**config.mk**
```make
export PLATFORM = sky130hd
export DESIGN_NAME = alu_issue_ctrl
export DESIGN_NICKNAME = d
export VERILOG_FILES = /design/src/rtl/alu_pkg.sv /design/src/rtl/alu_seq_counter.sv /design/src/rtl/alu_issue_ctrl.sv
export SDC_FILE = /design/constraint.sdc
export NUM_CORES = 1
export LEC_CHECK = 0
export CAP_MARGIN = 10
export CORE_MARGIN = 2
export CORE_UTILIZATION = 40
export DETAILED_ROUTE_END_ITERATION = 6
export HOLD_SLACK_MARGIN = 0.02
export PLACE_DENSITY = 0.73
export SLEW_MARGIN = 20
export SYNTH_ARGS = -nofsm -noshare
export SYNTH_HDL_FRONTEND = slang
export SYNTH_HIERARCHICAL = 1
export SYNTH_SLANG_ARGS = --single-unit
```
**constraint.sdc**
```tcl
create_clock -name clk -period 7 [get_ports clk]
set_clock_uncertainty 0.1 [all_clocks]
set_input_delay 1.4 -clock clk [delete_from_list [all_inputs] [get_ports clk]]
set_output_delay 1.4 -clock clk [all_outputs]
set_load 0.03 [all_outputs]
```
**src/rtl/alu_pkg.sv**
```systemverilog
// Shared definitions for the ALU issue controller: function codes, sequencer
// states and the request legality check.
package alu_pkg;

  localparam logic [5:0] OP_AND   = 6'd36;
  localparam logic [5:0] OP_OR    = 6'd37;
  localparam logic [5:0] OP_ADD   = 6'd32;
  localparam logic [5:0] OP_SUB   = 6'd34;
  localparam logic [5:0] OP_SLT   = 6'd42;
  localparam logic [5:0] OP_SRL   = 6'd2;
  localparam logic [5:0] OP_MULTU = 6'd25;
  localparam logic [5:0] OP_MFHI  = 6'd16;
  localparam logic [5:0] OP_MFLO  = 6'd18;

  typedef enum logic [3:0] {
    ST_IDLE,
    ST_EXEC,
    ST_CAPT,
    ST_MUL_RUN,
    ST_MUL_GAP,
    ST_RD_HI,
    ST_RD_LO,
    ST_RESP_HI,
    ST_RESP
  } state_t;

  // MFHI/MFLO are sequenced internally and are not accepted from the decoder.
  function automatic logic op_is_legal(input logic [5:0] op);
    case (op)
      OP_AND, OP_OR, OP_ADD, OP_SUB, OP_SLT, OP_SRL, OP_MULTU: return 1'b1;
      default:                                                 return 1'b0;
    endcase
  endfunction

endpackage

```
**src/rtl/alu_seq_counter.sv**
```systemverilog
// Cycle counter for the multiply run and settle phases: clears to zero and
// flags when the count reaches the supplied terminal value.
module alu_seq_counter #(
  parameter int W = 6
) (
  input  logic         clk,
  input  logic         rst,
  input  logic         clr_i,
  input  logic         en_i,
  input  logic [W-1:0] term_val_i,
  output logic         term_o
);

  logic [W-1:0] cnt_q;

  always_ff @(posedge clk or posedge rst) begin
    if (rst) begin
      cnt_q <= '0;
    end else if (clr_i) begin
      cnt_q <= '0;
    end else if (en_i) begin
      cnt_q <= cnt_q + 1'b1;
    end
  end

  assign term_o = (cnt_q == term_val_i);

endmodule

```
**src/rtl/alu_issue_ctrl.sv**
```systemverilog
// Issues one request at a time to the ALU, sequences MULTU/MFHI/MFLO in
// hardware and returns results on a buffered response handshake.
module alu_issue_ctrl
  import alu_pkg::*;
#(
  parameter int MUL_CYCLES = 33,
  parameter int MUL_GAP    = 2,
  parameter int DW         = 32
) (
  input  logic          clk,
  input  logic          rst,
  input  logic          req_valid,
  output logic          req_ready,
  input  logic [5:0]    req_op,
  input  logic [DW-1:0] req_a,
  input  logic [DW-1:0] req_b,
  output logic [5:0]    alu_ctrl,
  output logic [DW-1:0] alu_a,
  output logic [DW-1:0] alu_b,
  input  logic [DW-1:0] alu_result,
  output logic          rsp_valid,
  input  logic          rsp_ready,
  output logic [DW-1:0] rsp_data,
  output logic          rsp_last,
  output logic          rsp_err
);

  localparam int CNT_MAX = (MUL_CYCLES > MUL_GAP) ? MUL_CYCLES : MUL_GAP;
  localparam int CW      = $clog2(CNT_MAX + 1);

  state_t        state_q, state_d;
  logic [5:0]    ctrl_q, ctrl_d;
  logic [DW-1:0] a_q, a_d, b_q, b_d;
  logic          rsp_valid_q, rsp_valid_d, rsp_last_q, rsp_last_d, rsp_err_q, rsp_err_d;
  logic [DW-1:0] rsp_data_q, rsp_data_d, lo_q, lo_d;
  logic          lo_pend_q, lo_pend_d;
  logic          cnt_clr, cnt_en, cnt_term;
  logic [CW-1:0] term_val;

  assign term_val = (state_q == ST_MUL_GAP) ? CW'(MUL_GAP - 1) : CW'(MUL_CYCLES - 1);

  alu_seq_counter #(.W(CW)) u_cnt (
    .clk        (clk),
    .rst        (rst),
    .clr_i      (cnt_clr),
    .en_i       (cnt_en),
    .term_val_i (term_val),
    .term_o     (cnt_term)
  );

  always_comb begin
    state_d     = state_q;
    ctrl_d      = ctrl_q;
    a_d         = a_q;
    b_d         = b_q;
    rsp_valid_d = rsp_valid_q;
    rsp_data_d  = rsp_data_q;
    rsp_last_d  = rsp_last_q;
    rsp_err_d   = rsp_err_q;
    lo_d        = lo_q;
    lo_pend_d   = lo_pend_q;
    cnt_clr     = 1'b0;
    cnt_en      = 1'b0;
    case (state_q)
      ST_IDLE: begin
        if (req_valid) begin
          if (!op_is_legal(req_op)) begin
            state_d     = ST_RESP;
            rsp_valid_d = 1'b1;
            rsp_data_d  = '0;
            rsp_last_d  = 1'b1;
            rsp_err_d   = 1'b1;
          end else begin
            ctrl_d = req_op;
            a_d    = req_a;
            b_d    = req_b;
            if (req_op == OP_MULTU) begin
              state_d = ST_MUL_RUN;
              cnt_clr = 1'b1;
            end else begin
              state_d = ST_EXEC;
            end
          end
        end
      end
      ST_EXEC: state_d = ST_CAPT;
      ST_CAPT: begin
        rsp_data_d  = alu_result;
        rsp_valid_d = 1'b1;
        rsp_last_d  = 1'b1;
        ctrl_d      = OP_AND;
        a_d         = '0;
        b_d         = '0;
        state_d     = ST_RESP;
      end
      ST_MUL_RUN: begin
        if (cnt_term) begin
          cnt_clr = 1'b1;
          ctrl_d  = OP_AND;
          a_d     = '0;
          b_d     = '0;
          state_d = ST_MUL_GAP;
        end else begin
          cnt_en = 1'b1;
        end
      end
      ST_MUL_GAP: begin
        if (cnt_term) begin
          cnt_clr = 1'b1;
          ctrl_d  = OP_MFHI;
          state_d = ST_RD_HI;
        end else begin
          cnt_en = 1'b1;
        end
      end
      ST_RD_HI: begin
        ctrl_d  = OP_MFLO;
        state_d = ST_RD_LO;
      end
      // The ALU result trails alu_ctrl by one edge: HI is on alu_result here,
      // and LO appears during the first RESP_HI cycle.
      ST_RD_LO: begin
        ctrl_d      = OP_AND;
        rsp_data_d  = alu_result;
        rsp_valid_d = 1'b1;
        rsp_last_d  = 1'b0;
        lo_pend_d   = 1'b1;
        state_d     = ST_RESP_HI;
      end
      ST_RESP_HI: begin
        if (lo_pend_q) begin
          lo_d      = alu_result;
          lo_pend_d = 1'b0;
        end
        if (rsp_ready) begin
          rsp_data_d = lo_pend_q ? alu_result : lo_q;
          rsp_last_d = 1'b1;
          state_d    = ST_RESP;
        end
      end
      ST_RESP: begin
        if (rsp_ready) begin
          rsp_valid_d = 1'b0;
          rsp_data_d  = '0;
          rsp_last_d  = 1'b0;
          rsp_err_d   = 1'b0;
          state_d     = ST_IDLE;
        end
      end
      default: begin
        ctrl_d  = OP_AND;
        a_d     = '0;
        b_d     = '0;
        state_d = ST_IDLE;
      end
    endcase
  end

  always_ff @(posedge clk or posedge rst) begin
    if (rst) begin
      state_q     <= ST_IDLE;
      ctrl_q      <= OP_AND;
      a_q         <= '0;
      b_q         <= '0;
      rsp_valid_q <= 1'b0;
      rsp_data_q  <= '0;
      rsp_last_q  <= 1'b0;
      rsp_err_q   <= 1'b0;
      lo_q        <= '0;
      lo_pend_q   <= 1'b0;
    end else begin
      state_q     <= state_d;
      ctrl_q      <= ctrl_d;
      a_q         <= a_d;
      b_q         <= b_d;
      rsp_valid_q <= rsp_valid_d;
      rsp_data_q  <= rsp_data_d;
      rsp_last_q  <= rsp_last_d;
      rsp_err_q   <= rsp_err_d;
      lo_q        <= lo_d;
      lo_pend_q   <= lo_pend_d;
    end
  end

  assign req_ready = (state_q == ST_IDLE);
  assign alu_ctrl  = ctrl_q;
  assign alu_a     = a_q;
  assign alu_b     = b_q;
  assign rsp_valid = rsp_valid_q;
  assign rsp_data  = rsp_data_q;
  assign rsp_last  = rsp_last_q;
  assign rsp_err   = rsp_err_q;

endmodule
```
==> results.toml, run 1 <==
[pwr]
ir_drop_mv = 0.188
powerDensity_mw_per_mm2 = 368
p_total_mw = 3.37
leakagePower_nw = 4.01

[detailed_routing]
drtAntennaViolNets = 0
drtIter0Drc = 259
drtPass1Iterations = 4
drc = 0
wl_met2_um = 7850
via_per_inst = 5.38
routed_wl_um = 16400
avgRoutedWirePerCell_um = 18.1
topRoutingLayerUsed = "met4"
vias = 4863
wl_met1_um = 6480
wl_met3_um = 1730

[clock_network]
cts-htree-levels = 4
cts_root_buf = "clkbuf_16"
cts_setup_buffers = 0
clk_pin_slew_ps = 60
post_cts_resized = 0
insertion_delay_ps = 410
holdBufCountCts = 0
cts_tree = "done"
clock_path_buffers = 2
cts_buffers = 17
cts_sinks = 148

[yosys]
synth_edf_count = 0
yosysTopAreaCellShare_pct = 58.3
synthesis.area_mm2 = 0.00627
synth-seq-cells = 148
synthDistinctLibCells = 45
yosys_warnings = 6
synth_ff_type = "dfrtp_1"
syn_area_per_cell_um2 = 13.1
seq_area_frac_synth_pct = 59.1
ys_top_cells_by_area = "dfrtp_1, a22o_1, mux2_2"
yosys.area.top_type = "dfrtp_1"
async_flop_share_pct = 100
syn_inst = 477

[critical_path]
crit_arrival_ps = 4370
cp_slowest_cell = "dfrtp_1"
rr_startpoint = "state_q[2]"
crit_chain = "nor2b_1 > nand2_1 > xnor2_1 > nand4_1 > nor3_1 > nand2_1 > a32o_1 > or3_1 > nor4_4 > buf_4 > a22o_1"
critPathBufInv = 1
cp.required_ps = 7250
cp_max_fo = 67
r2r_cells = 11
cp-end-kind = "flip-flop"
regToRegSetupSlack_ps = 2880
r2r_end = "alu_b[16]"
cpMostUsedCell = "nand2_1"
path_depth = 11
cp-endpoint = "alu_b[16]"
cpPeakStageDelay_ps = 720
start_kind = "flip-flop"
startpoint = "state_q[2]"
crit_family = "simple AND/OR/NAND/NOR gates"
worstSetupPathType = "reg -> reg"

[grt]
antenna_found_initial = 0
grt_max_degree = 89
grt.total_usage_pct = 19.8
overflow = 0
grt_pass1_wl_um = 25800
first_global_vias = 4973

[timing]
fmax_mhz = 242
setup_tns_ps = 0
hold_viol_final = 0
fin_crit_ps = 4120
worst_pin_slew_ps = 798
min_period_over_period_pct = 58.9
relSlewSlack_pct = 46.8
setup_viol = 0
drv_slew = 0
grt_setup_unrepaired = "no"

[placement]
gp_congestion = 0.886
io_buffers = 211
hpwl_um = 11300

[floorplan]
die_h_um = 129
coreArea_mm2 = 0.0153
die_area_mm2 = 0.0167
initial_core_util_pct = 41.1
io_pins = 212
num_rows = 45
die_x_um = 129

[finish]
synthToLayoutAreaGrowth_pct = 46.2
drive_above_1_share_pct = 11.7
diodes = 0
nFillCells = 1222
final-seq-area_mm2 = 0.00371
multi_input_area_mm2 = 0.00237
fin_nets = 788

[job]
cap_violations = 0

[status]
status = "finished, final reports clean"

[min_path]
hold_class = "reg -> reg"
## stage by stage
stage               instances  area, µm²  worst slack, ps  utilization [%]  hold slack [ps]
floorplan                 480       6280             1690                -              380
global placement          873       8550             3110             56.0              369
detailed placement        873       8550             2940             56.0              374
CTS                       904       9170             2930             60.1              387
global route              904       9170             2540             60.1              404
finish                    904       9170             2880             60.1              383
## cells by family (layout without fill, tap and decap cells)
kind of cell | after synthesis | in the layout | synth area share (%)
DFF | 148 | 148 | 59.1
buffers and inverters | 47 | 260 | 3.61
other | 1 | 4 | 0.0598
adders and majority gates | 1 | 1 | 0.199
AOI/OAI and AO/OA | 140 | 140 | 18.2
and+or+nand+nor | 63 | 63 | 5.47
xor gates and xnor gates | 11 | 11 | 1.54
muxes | 66 | 66 | 11.8
## how the worst min path moves through the flow
stage                       from            to  slack (ps)  depth (start not counted)
floorplan               lo_q[30]      lo_q[30]         380                          1
global placement    rsp_data[27]  rsp_data[27]         370                          1
detailed placement  rsp_data[12]  rsp_data[12]         370                          1
CTS                 rsp_data[12]  rsp_data[12]         390                          1
global route        rsp_data[14]  rsp_data[14]         400                          1
finish              rsp_data[12]  rsp_data[12]         380                          1
## report_power, final
group / internal (mW) / switching [mW]
registers: 1.05 / 0.141
clock network: 0.605 / 0.347
logic: 0.563 / 0.665
## Yosys cell counts, drive strengths merged (2+ instances only)
cell	n
mux2i	2
a31oi	4
nor4b	2
xnor2	5
nor3	7
o32a	2
mux2	64
dfrtp	146
buf	22
nor4	3
inv	11
o21ai	9
nand4	5
clkbuf	14
xor2	6
or3	3
dfstp	2
nand2	19
o22ai	2
nor2	11
a21oi	12
a32o	4
nand2b	5
a21boi	2
nand3	2
o32ai	3
nor4bb	2
a22o	97
## sequential cells by signal, summed over array words and instances (netlist names)
signal,cells
alu_a,32
alu_b,32
alu_ctrl,6
lo_pend_q,1
lo_q,32
rsp_data,32
rsp_err,1
rsp_last,1
rsp_valid,1
state_q,4
u_cnt/cnt_q,6
## cell usage in the layout (no fill, tap or decap), types with 3 or more instances in the layout
master	Yosys	routed
o32ai_1	3	3
inv_6	0	3
xnor2_1	5	5
clkdlybuf4s50_1	0	211
clkinvlp_4	0	3
nor2_1	11	11
nand2b_1	5	5
xor2_1	6	6
nand2_1	19	19
conb_1	1	4
clkbuf_16	0	17
a22o_1	97	96
dfrtp_1	146	146
nor3_1	7	7
o21ai_0	9	9
buf_4	0	7
or3_1	3	3
nand4_1	4	4
mux2_2	35	35
inv_1	11	10
a31oi_1	4	4
a21oi_1	12	11
bufinv_16	0	4
a32o_1	4	4
mux2_1	29	29
## layer usage
layer	global-route usage (%)	vias to the layer above
met5	0	-
met4	6.52	0
met3	7.89	18
met2	32.7	244
met1	23.7	2406
li1	-	2195
## area by class of cell
class / count / area share [%]
inverters: 11 / 0.505
flip-flops and latches: 148 / 40.4
well taps: 211 / 2.88
multi-input cells: 285 / 25.8
repair buffers: 218 / 23.6
clock buffers: 19 / 4.83
clock inverters: 12 / 1.95
Note: power is estimated with default switching activity, not from simulation.
==> inputs of run 2 (changes only) <==
clock period = 3.8 ns   (was 7 ns; I/O delays follow)
==> run 2 against run 1 <==
  * Clock power rose by 74%
  * Register-to-register slack got worse by 2300 ps
  * Fmax rose by 26%
  * Via count fell by 0.10%
  * Highest routed layer unchanged
  * Hold slack got worse by 1.6 ps
  * Final cell count rose by 0.55%
  * Largest cell class unchanged
==> results.toml, run 2 (synthesized netlist as in run 1, its figures left out) <==
[critical_path]
crit_arrival_ps = 3510
cp_max_fo = 67
startpoint = "state_q[1]"
cp.required_ps = 4050
critPathBufInv = 1
cp-end-kind = "flip-flop"
worstSetupPathType = "reg -> reg"
start_kind = "flip-flop"
r2r_cells = 11
cpPeakStageDelay_ps = 460
r2r_end = "alu_b[10]"
rr_startpoint = "state_q[1]"
crit_chain = "nor2_1 > nand2_1 > xnor2_1 > nand4_1 > nor3_1 > nand2_1 > a32o_1 > or3_1 > nor4_4 > buf_12 > a22o_1"
crit_family = "simple AND/OR/NAND/NOR gates"
cp_slowest_cell = "or3_1"
regToRegSetupSlack_ps = 540
cpMostUsedCell = "nand2_1"

[grt]
grt_pass1_wl_um = 25500
gr-usage-met2_pct = 31.4
antenna_found_initial = 0
use_met3_pct = 8.51
first_global_vias = 4865
grt_max_degree = 79
top_usage_layer = "met2"
overflow = 0
grt.total_usage_pct = 19.5
met1_usage_pct = 23.9

[floorplan]
coreArea_mm2 = 0.0153
die_h_um = 129
io_pins = 212
die_x_um = 129
num_rows = 45
die_area_mm2 = 0.0167
initial_core_util_pct = 41.1

[finish]
diodes = 0
nFillCells = 1187
final_util_pct = 60.4
drive_above_1_share_pct = 12.3
synthToLayoutAreaGrowth_pct = 46.9
final_cell_mix = "clkdlybuf4s50_1, dfrtp_1, a22o_1"
finalNonFillerCells = 909
final_common_cell = "clkdlybuf4s50_1"
fin_nets = 794

[clock_network]
cts_sinks = 148
post_cts_resized = 0
cts_buffers = 17
cts-htree-levels = 4
cts_setup_buffers = 0
holdBufCountCts = 0
clk_pin_slew_ps = 60
cts_tree = "done"
cts_root_buf = "clkbuf_16"
clock_path_buffers = 2
insertion_delay_ps = 410

[detailed_routing]
drc = 0
routed_wl_um = 16300
drtIter0Drc = 245
vias = 4858
via_per_inst = 5.34
avgRoutedWirePerCell_um = 17.9
drtAntennaViolNets = 0
drtPass1Iterations = 4

[timing]
hold-worst-slack_ps = 381
drv_slew = 0
grt_setup_unrepaired = "no"
fmax_mhz = 307
min_period_over_period_pct = 85.8
fin_crit_ps = 3260
hold_viol_final = 0
worst_pin_slew_ps = 810
relSlewSlack_pct = 46.0
setup_tns_ps = 0
setup_viol = 0

[job]
cap_violations = 0

[min_path]
hold_path_depth = 1
hold_class = "reg -> reg"
min-delay-start = "rsp_data[14]"
hold_path_end = "rsp_data[14]"

[placement]
gp_congestion = 0.849
io_buffers = 211
hpwl_um = 11300
placedCellCount = 879

[pwr]
powerDensity_mw_per_mm2 = 667
leakagePower_nw = 4.04
ir_drop_mv = 0.366

[status]
status = "finished, final reports clean"
[run 2: changes by cell type in the layout (fill, tap and decap cells not counted), sizes merged]
| cell | change |
|---|---|
| buf | +6 |
| clkbuf | +3 |
| bufinv | -2 |
| inv | -2 |
| clkinv | +1 |
| clkinvlp | -1 |
[run 2: worst max-delay path by stage]
stage	end	slack [ps]	depth (start not counted)
after global placement	alu_b[10]	650	11
after detailed placement	alu_b[16]	570	11
after global routing	alu_b[9]	270	11
after CTS	alu_a[23]	540	11
after floorplan	alu_a[10]	740	13
final	alu_b[10]	540	11
[run 2: cell type report]
| cell class | instances | area [µm²] | share of cell area, % |
|---|---|---|---|
| clock inverters | 8 | 100 | 1.09 |
| flip-flops and latches | 148 | 3710 | 40.2 |
| repair buffers | 224 | 2250 | 24.4 |
| clock buffers | 22 | 484 | 5.25 |
| multi-input cells | 285 | 2370 | 25.7 |
| inverters | 11 | 45.0 | 0.489 |
| well taps | 211 | 264 | 2.86 |
[run 2: per-layer routing]
layer  share of wire, %  vias up
met5                  0        -
met4                1.6        0
met3                 10       24
met2                 46      205
met1                 42     2423
li1                   -     2206
[run 2: worst register-to-register path: cells and delay by family, from the launching register on]
kind                   cells  cell delay [ps]
AND/OR/NAND/NOR            7             1740
flip-flops                 1              380
AO/OA/AOI/OAI              2              520
XOR/XNOR                   1              150
buffers and inverters      1              310
[run 2: metrics by stage]
| step | area, µm² | power [mW] | worst slack (ps) |
|---|---|---|---|
| floorplan | 6290 | 3.51 | 743 |
| global placement | 8630 | 4.47 | 652 |
| detailed placement | 8630 | 4.53 | 569 |
| CTS | 9220 | 6.22 | 538 |
| global route | 9220 | 6.43 | 272 |
| finish | 9220 | 6.14 | 539 |
[run 2: power by group]
group | switching, mW | internal (mW) | leakage [nW]
sequential | 0.207 | 1.94 | 1.93
clock | 0.629 | 1.03 | 0.288
combinational | 1.28 | 1.06 | 1.83
total | 2.11 | 4.03 | 4.04
